==> src/rtl/jpc_operand_fetch.sv <==
// Operand-fetch stage: reads rs1/rs2 through one register-file port and hands them to execute.
// Optional writeback forwarding is enabled by defining JPC_OPFETCH_FWD_EN.
`ifndef JPC_REGDATA_WIDTH
`define JPC_REGDATA_WIDTH 32
`endif

module jpc_operand_fetch #(
  parameter int XLEN  = `JPC_REGDATA_WIDTH,
  parameter int TAG_W = 32
) (
  input  logic             clk,
  input  logic             rst,
  input  logic             in_valid_I,
  output logic             in_ready_O,
  input  logic [4:0]       in_rs1_I,
  input  logic [4:0]       in_rs2_I,
  input  logic             in_use_rs1_I,
  input  logic             in_use_rs2_I,
  input  logic [TAG_W-1:0] in_tag_I,
  output logic             rf_idx_op_O,
  output logic [4:0]       rf_idx_O,
  output logic             rf_idx_valid_O,
  input  logic             rf_idx_ready_I,
  output logic             rf_rdata_ready_O,
  input  logic [XLEN-1:0]  rf_rdata_I,
  input  logic             rf_rdata_valid_I,
  output logic             out_valid_O,
  input  logic             out_ready_I,
  output logic [XLEN-1:0]  out_rs1_val_O,
  output logic [XLEN-1:0]  out_rs2_val_O,
  output logic [TAG_W-1:0] out_tag_O,
  input  logic             wb_valid_I,
  input  logic [4:0]       wb_idx_I,
  input  logic [XLEN-1:0]  wb_data_I
);

  typedef enum logic [2:0] {
    IDLE  = 3'd0,
    REQ1  = 3'd1,
    WAIT1 = 3'd2,
    REQ2  = 3'd3,
    WAIT2 = 3'd4,
    OUT   = 3'd5
  } state_t;

  state_t           state, state_nxt;
  logic [4:0]       rs1_q, rs2_q;
  logic             use1_q, use2_q;
  logic [TAG_W-1:0] tag_q;
  logic [XLEN-1:0]  rs1_val_q, rs2_val_q;
  logic [XLEN-1:0]  rs1_val_nxt, rs2_val_nxt;
  logic             load;
  logic             need2;
  logic             fwd1, fwd2;

  assign need2 = use2_q && (rs2_q != 5'd0);

`ifdef JPC_OPFETCH_FWD_EN
  assign fwd1 = wb_valid_I && (wb_idx_I == rs1_q) && (rs1_q != 5'd0) && use1_q;
  assign fwd2 = wb_valid_I && (wb_idx_I == rs2_q) && (rs2_q != 5'd0) && use2_q;
`else
  logic unused_wb;
  assign unused_wb = ^{wb_valid_I, wb_idx_I, wb_data_I};
  assign fwd1 = 1'b0;
  assign fwd2 = 1'b0;
`endif

  always_ff @(posedge clk or posedge rst) begin
    if (rst) begin
      state     <= IDLE;
      rs1_q     <= '0;
      rs2_q     <= '0;
      use1_q    <= 1'b0;
      use2_q    <= 1'b0;
      tag_q     <= '0;
      rs1_val_q <= '0;
      rs2_val_q <= '0;
    end else begin
      state     <= state_nxt;
      rs1_val_q <= rs1_val_nxt;
      rs2_val_q <= rs2_val_nxt;
      if (load) begin
        rs1_q  <= in_rs1_I;
        rs2_q  <= in_rs2_I;
        use1_q <= in_use_rs1_I;
        use2_q <= in_use_rs2_I;
        tag_q  <= in_tag_I;
      end
    end
  end

  // A forwarding match on an already-held operand always overwrites it, so the newest write wins.
  always_comb begin
    state_nxt        = state;
    in_ready_O       = 1'b0;
    rf_idx_valid_O   = 1'b0;
    rf_idx_O         = 5'd0;
    rf_rdata_ready_O = 1'b0;
    out_valid_O      = 1'b0;
    load             = 1'b0;
    rs1_val_nxt      = rs1_val_q;
    rs2_val_nxt      = rs2_val_q;
    case (state)
      IDLE: begin
        in_ready_O = 1'b1;
        if (in_valid_I) begin
          load        = 1'b1;
          rs1_val_nxt = '0;
          rs2_val_nxt = '0;
          if (in_use_rs1_I && (in_rs1_I != 5'd0))      state_nxt = REQ1;
          else if (in_use_rs2_I && (in_rs2_I != 5'd0)) state_nxt = REQ2;
          else                                         state_nxt = OUT;
        end
      end
      REQ1: begin
        if (fwd1) begin
          rs1_val_nxt = wb_data_I;
          state_nxt   = need2 ? REQ2 : OUT;
        end else begin
          rf_idx_valid_O = 1'b1;
          rf_idx_O       = rs1_q;
          if (rf_idx_ready_I) state_nxt = WAIT1;
        end
      end
      WAIT1: begin
        rf_rdata_ready_O = 1'b1;
        if (rf_rdata_valid_I) begin
          rs1_val_nxt = rf_rdata_I;
          state_nxt   = need2 ? REQ2 : OUT;
        end
        if (fwd1) rs1_val_nxt = wb_data_I;
      end
      REQ2: begin
        if (fwd1) rs1_val_nxt = wb_data_I;
        if (fwd2) begin
          rs2_val_nxt = wb_data_I;
          state_nxt   = OUT;
        end else begin
          rf_idx_valid_O = 1'b1;
          rf_idx_O       = rs2_q;
          if (rf_idx_ready_I) state_nxt = WAIT2;
        end
      end
      WAIT2: begin
        rf_rdata_ready_O = 1'b1;
        if (rf_rdata_valid_I) begin
          rs2_val_nxt = rf_rdata_I;
          state_nxt   = OUT;
        end
        if (fwd2) rs2_val_nxt = wb_data_I;
        if (fwd1) rs1_val_nxt = wb_data_I;
      end
      OUT: begin
        out_valid_O = 1'b1;
        if (fwd1) rs1_val_nxt = wb_data_I;
        if (fwd2) rs2_val_nxt = wb_data_I;
        if (out_ready_I) state_nxt = IDLE;
      end
      default: state_nxt = IDLE;
    endcase
  end

  assign rf_idx_op_O   = 1'b0;
  assign out_rs1_val_O = rs1_val_q;
  assign out_rs2_val_O = rs2_val_q;
  assign out_tag_O     = tag_q;

endmodule
==> config.mk <==
export PLATFORM = sky130hd
export DESIGN_NAME = jpc_operand_fetch
export DESIGN_NICKNAME = d
export VERILOG_FILES = /design/src/rtl/jpc_operand_fetch.sv
export SDC_FILE = /design/constraint.sdc
export NUM_CORES = 1
export LEC_CHECK = 0
export CORE_UTILIZATION = 43
export CTS_CLUSTER_DIAMETER = 120
export DETAILED_ROUTE_END_ITERATION = 12
export PLACE_DENSITY_LB_ADDON = 0.08
export SYNTH_ARGS = -nofsm -noshare
export SYNTH_HDL_FRONTEND = slang
export SYNTH_SLANG_ARGS = --single-unit
==> constraint.sdc <==
create_clock -name clk -period 10.5 [get_ports clk]
set_input_delay 2.1 -clock clk [delete_from_list [all_inputs] [get_ports clk]]
set_output_delay 2.1 -clock clk [all_outputs]
set_load 0.01 [all_outputs]
## Word level (Yosys, flattened, before mapping)

Index checks and enable logic that the tools add are counted.

| storage, ports and cells | value |
|---|---|
| word-level logic and storage cells | 53 |
| bits of input ports | 120 |
| output and inout bits | 106 |
| register bits | 110 |

| cells by class | value |
|---|---|
| equality and inequality tests | 11 |
| mux-type cells | 21 |
| reductions and logical operators | 14 |

Operators with widths:

| operator | count |
|---|---|
| $pmux W32 S2 | 2 |
| $mux W32 | 2 |
| $mux W3 | 9 |
| $pmux W3 S6 | 1 |
| $reduce_bool A5 Y1 | 3 |
| $ne A2 B2 Y1 const B | 6 |
| $pmux W5 S2 | 1 |
| $eq A3 B2 Y1 const B | 2 |
| $eq A3 B3 Y1 const B | 2 |
| $mux W1 | 6 |
| $reduce_and A3 Y1 | 2 |
| $reduce_and A6 Y1 | 1 |
| $reduce_bool A2 Y1 | 2 |
| $reduce_or A2 Y1 | 2 |
| $eq A3 B1 Y1 const B | 1 |
| $logic_and A1 B1 Y1 | 3 |
| $logic_not A3 Y1 | 1 |

## Logic depth before layout (Yosys ltp)

| logic depth | value |
|---|---|
| depth after elaboration | 6 |
| mapped depth | 7 |
| mapped depth without buffers | 5 |

## Worst setup path before layout

OpenSTA, ideal clock, no wires.

| path | value |
|---|---|
| path type | input-to-reg |
| from | input in_rs1_I[2] |
| to | register state[1] |
| path slack | 7,175 ps |
| path buffers | 0 |
| library setup time | 64 ps |
| required time | 10,436 ps |
| stages on the path | 5 |
| data arrival time | 3,261 ps |
| cell sequence | or4_4 > o21ai_2 > nand2b_1 > a2111oi_2 > a21o_1 |

| between the ends | value |
|---|---|
| cells in the longest elaborated chain, start to end | 5 |

RTL lines:

| element | RTL line | source |
|---|---|---|
| start, declared | 15 | `input logic [4:0] in_rs1_I,` |
| $reduce_bool A5 Y1 | 110 | `if (in_use_rs1_I && (in_rs1_I != 5'd0)) state_nxt = REQ1;` |
| $logic_and A1 B1 Y1 | 110 |  |
| $mux W3 | 110 |  |
| $mux W3 | 106 | `if (in_valid_I) begin` |
| $pmux W3 S6 | 103 | `case (state)` |
| end signal, assigned | 79 | `state <= state_nxt;` |
| end, declared | 46 | `state_t state, state_nxt;` |

Every way passes these cells. The select of a mux whose other input is x is not followed.
A chain may end at the register's enable or synchronous reset.

## Worst setup path in the final report

| path | value |
|---|---|
| from | register state[1] |
| to | output rf_rdata_ready_O |

| between the ends | value |
|---|---|
| cells in the longest elaborated chain, start to end | 3 |
| elaborated cells between the ends (all ways) | 4 |
| those cells by class | eq/ne (2); mux (1); reduce/logical (1) |

RTL lines:

| element | RTL line | source |
|---|---|---|
| $eq A3 B3 Y1 / $eq A3 B2 Y1 (equally long branches) | 103 |  |
| $reduce_or A2 Y1 (no line) * | - |  |
| $mux W1 * | 103 |  |
| end, declared | 24 | `output logic rf_rdata_ready_O,` |

Every way passes the cells marked *; elsewhere a longest branch is shown, timed or not.

==> out/qor.csv <==
metric,value,unit
status,"finished, final reports clean",
Final GP Congestion,0.755,
GRT Resource Usage Total,20.8,%
routed length per instance,14.5,um
CTS max path bufs,2,
Worst Hold Path Cells,2,
Synth Cell Area,0.00452,mm2
Final min period,4.50,ns
Setup TNS Final,0,ns
max_slew headroom,30.2,%
Overall Power,1750,uW
top-area cell type share of the netlist area,60.9,%
CP startpoint kind,flop,
TritonCTS Sinks,110,
switching power,608,uW
cell taking the most area after synthesis,dfrtp_1,
worst-skew pair later-pin latency,0.36,ns
fin area,0.00663,mm2
Synth Net Count,552,
Critical Path Sink,rf_rdata_ready_O,
Total Wirelength,10800,um
met3 wire length,1020,um
TritonRoute pass-1 iters,4,
logic gate share of total power,45.4,%
Yosys cell types,27,
CP endpoint kind,output pin,
worst-margin pin slew,1.05,ns
root buf cell,clkbuf_8,
maximum fanout along the worst path,47,
Critical Path AT,2.40,ns
Die W,105,um
r2r startpoint,state[1],
Post-synth EDFFs,0,
setup slack after layout,6.00,ns
terminus of the critical flop-to-flop path,out_rs1_val_O[19],
Die H,105,um
Metal-1 WL,4670,um
dominant cells by area after synthesis,"dfrtp_1 (61%), nand2_1 (11%), mux2_2 (10%)",
Setup WS pre-CTS,6.37,ns
DRC viols,0,
clock power share,12.9,%
achievable clock frequency,222,MHz
layout cells sized above 1,11.2,%
antenna violations before repair,0,
Lkg Pwr,0.00294,uW
Pint,1140,uW
vias per cell,4.91,
Post-synth ARST share,100,%
final period utilization,42.8,%
max incr delay on CP,1.01,ns
clock slew at reported path FFs,0.09,ns
postcts setup bufs,0,
H-tree levels,3,
routed wl met2,5000,um
largest net degree at the start of global routing,84,
DR iter-0 viols,165,
sequence of cells on the critical path,nand2b_1 -> a21oi_1 -> clkdlybuf4s50_1,
synthesized flop and latch total,110,
VDD IR max,0.000125,V
core area,0.0103,mm2
"count leader, synth",nand2_1,
FF-to-FF path depth,4,
Mapped Avg Cell Area,10.5,um2
antenna-violating nets left,0,
uppermost layer routed,met4,
Max Slew Vio Count,0,
Ports,226,
CP max-delay cell,dfrtp_2,
Layout Area Growth over Synthesis,46.5,%
most used flip-flop cell after synthesis,dfrtp_1,
Worst Setup SP,state[1],
grt ovf,0,
Final setup violation count,0,
FF-to-FF setup slack,8.00,ns
Post-DP Area,0.00646,mm2
Setup CP Type,reg2out,
Post-Syn Instances,432,
Buffers on Ports,186,
PostCTS Resize Cnt,0,
final setup skew,0.0141,ns
global-route wire length before repair,18000,um
Reg power frac,41.7,%
Post-synth top cells,"nand2_1 (131), dfrtp_1 (110), mux2_2 (42), o21ai_0 (36), nand3_1 (32)",
Starting Density,44.0,%
Hold Crit Class,reg2reg,
switching share of total power,34.8,%
CTS buffer count,9,
pwr dens,264,mW/mm2
Max-Cap Viols,0,
Ys Warns,0,
CTS tree,done,
nets@finish,723,
Die ar.,0.0109,mm2
Rows,37,
RSZ-0062 raised after global routing,false,
sequential element share of the synthesized area,60.9,%
vias in the first global route,3706,
Hold Fails Final Rpt,0,
hpwl dp,7590,um
Crit path required time,8.40,ns
routed vias,3652,
"Hold-fix buffers, CTS",0,
n_diodes,0,
-- worst max-delay path, delay by kind of cell (launching register included) --
kind | cells | cell delay, ns
compound gates | 1 | 0.21
buf+inv | 1 | 0.56
flops | 1 | 1.01
simple gates | 1 | 0.25
-- routing by layer --
| layer | GRT usage (%) | up-vias |
|---|---|---|
| met2 | 33.0 | 149 |
| li1 | - | 1768 |
| met3 | 6.36 | 11 |
| met4 | 6.84 | 0 |
| met1 | 27.2 | 1724 |
| met5 | 0 | - |
-- area by class of cell --
cell class / instances / area [um2]
inverters: 5 / 21.3
repair buffers: 190 / 1890
fillers: 883 / 3650
clock buffers: 11 / 131
clock inverters: 5 / 36.3
flip-flops and latches: 110 / 2750
well taps: 136 / 170
multi-input cells: 287 / 1620
-- cells by family (layout without fill, tap and decap cells) --
logic type | Yosys count | count (layout) | share of synthesized area (%)
other | 1 | 1 | 0.0829
DFF | 110 | 110 | 60.9
buffers and inverters | 35 | 211 | 3.49
muxes | 49 | 49 | 12.0
and+or+nand+nor | 185 | 185 | 17.2
AOI/OAI and AO/OA | 52 | 52 | 6.31
-- placed cells by master (no fill, tap or decap), types with 2 or more instances in the layout --
master	synthesis	final
nor2_1	8	8
clkbuf_8	0	9
nor3_1	2	2
nand3_1	32	32
dfrtp_1	110	109
inv_1	5	4
clkinvlp_4	0	3
nand2_1	131	131
clkbuf_1	21	2
mux2_2	42	42
o21ai_0	36	36
nand2b_1	5	5
mux2i_1	7	7
clkdlybuf4s50_1	0	186
a21oi_1	10	10
buf_4	6	4
-- registers in the layout (all words and copies together) (netlist names) --
register	cells
state	3
rs2_q	5
out_tag_O	32
rs1_q	5
out_rs1_val_O	32
use2_q	1
out_rs2_val_O	32
-- worst min path at each step --
stage | startpoint | endpoint | slack, ns
5_1_grt | out_rs2_val_O[3] | out_rs2_val_O[3] | 0.50
3_3_place_gp | out_rs2_val_O[27] | out_rs2_val_O[27] | 0.45
4_1_cts | out_rs2_val_O[22] | out_rs2_val_O[22] | 0.48
3_5_place_dp | out_rs2_val_O[22] | out_rs2_val_O[22] | 0.46
6_report | out_rs2_val_O[22] | out_rs2_val_O[22] | 0.47
2_1_floorplan | rs1_q[1] | rs1_q[1] | 0.48
-- power by group through the flow --
stage | Sequential [uW] | Clock, uW | Combinational (uW)
floorplan | 762 | 0 | 330
global placement | 730 | 0 | 789
detailed placement | 739 | 0 | 802
CTS | 732 | 235 | 805
global route | 759 | 249 | 861
finish | 730 | 225 | 794
-- through the flow --
stage | utilization [%] | instances | hold slack, ns
2_1_floorplan | - | 432 | 0.480
3_3_place_gp | 62.8 | 728 | 0.451
6_report | 64.5 | 744 | 0.473
5_1_grt | 64.5 | 744 | 0.498
4_1_cts | 64.5 | 744 | 0.478
3_5_place_dp | 62.8 | 728 | 0.457
No activity file was read; power rests on OpenSTA's default activity.
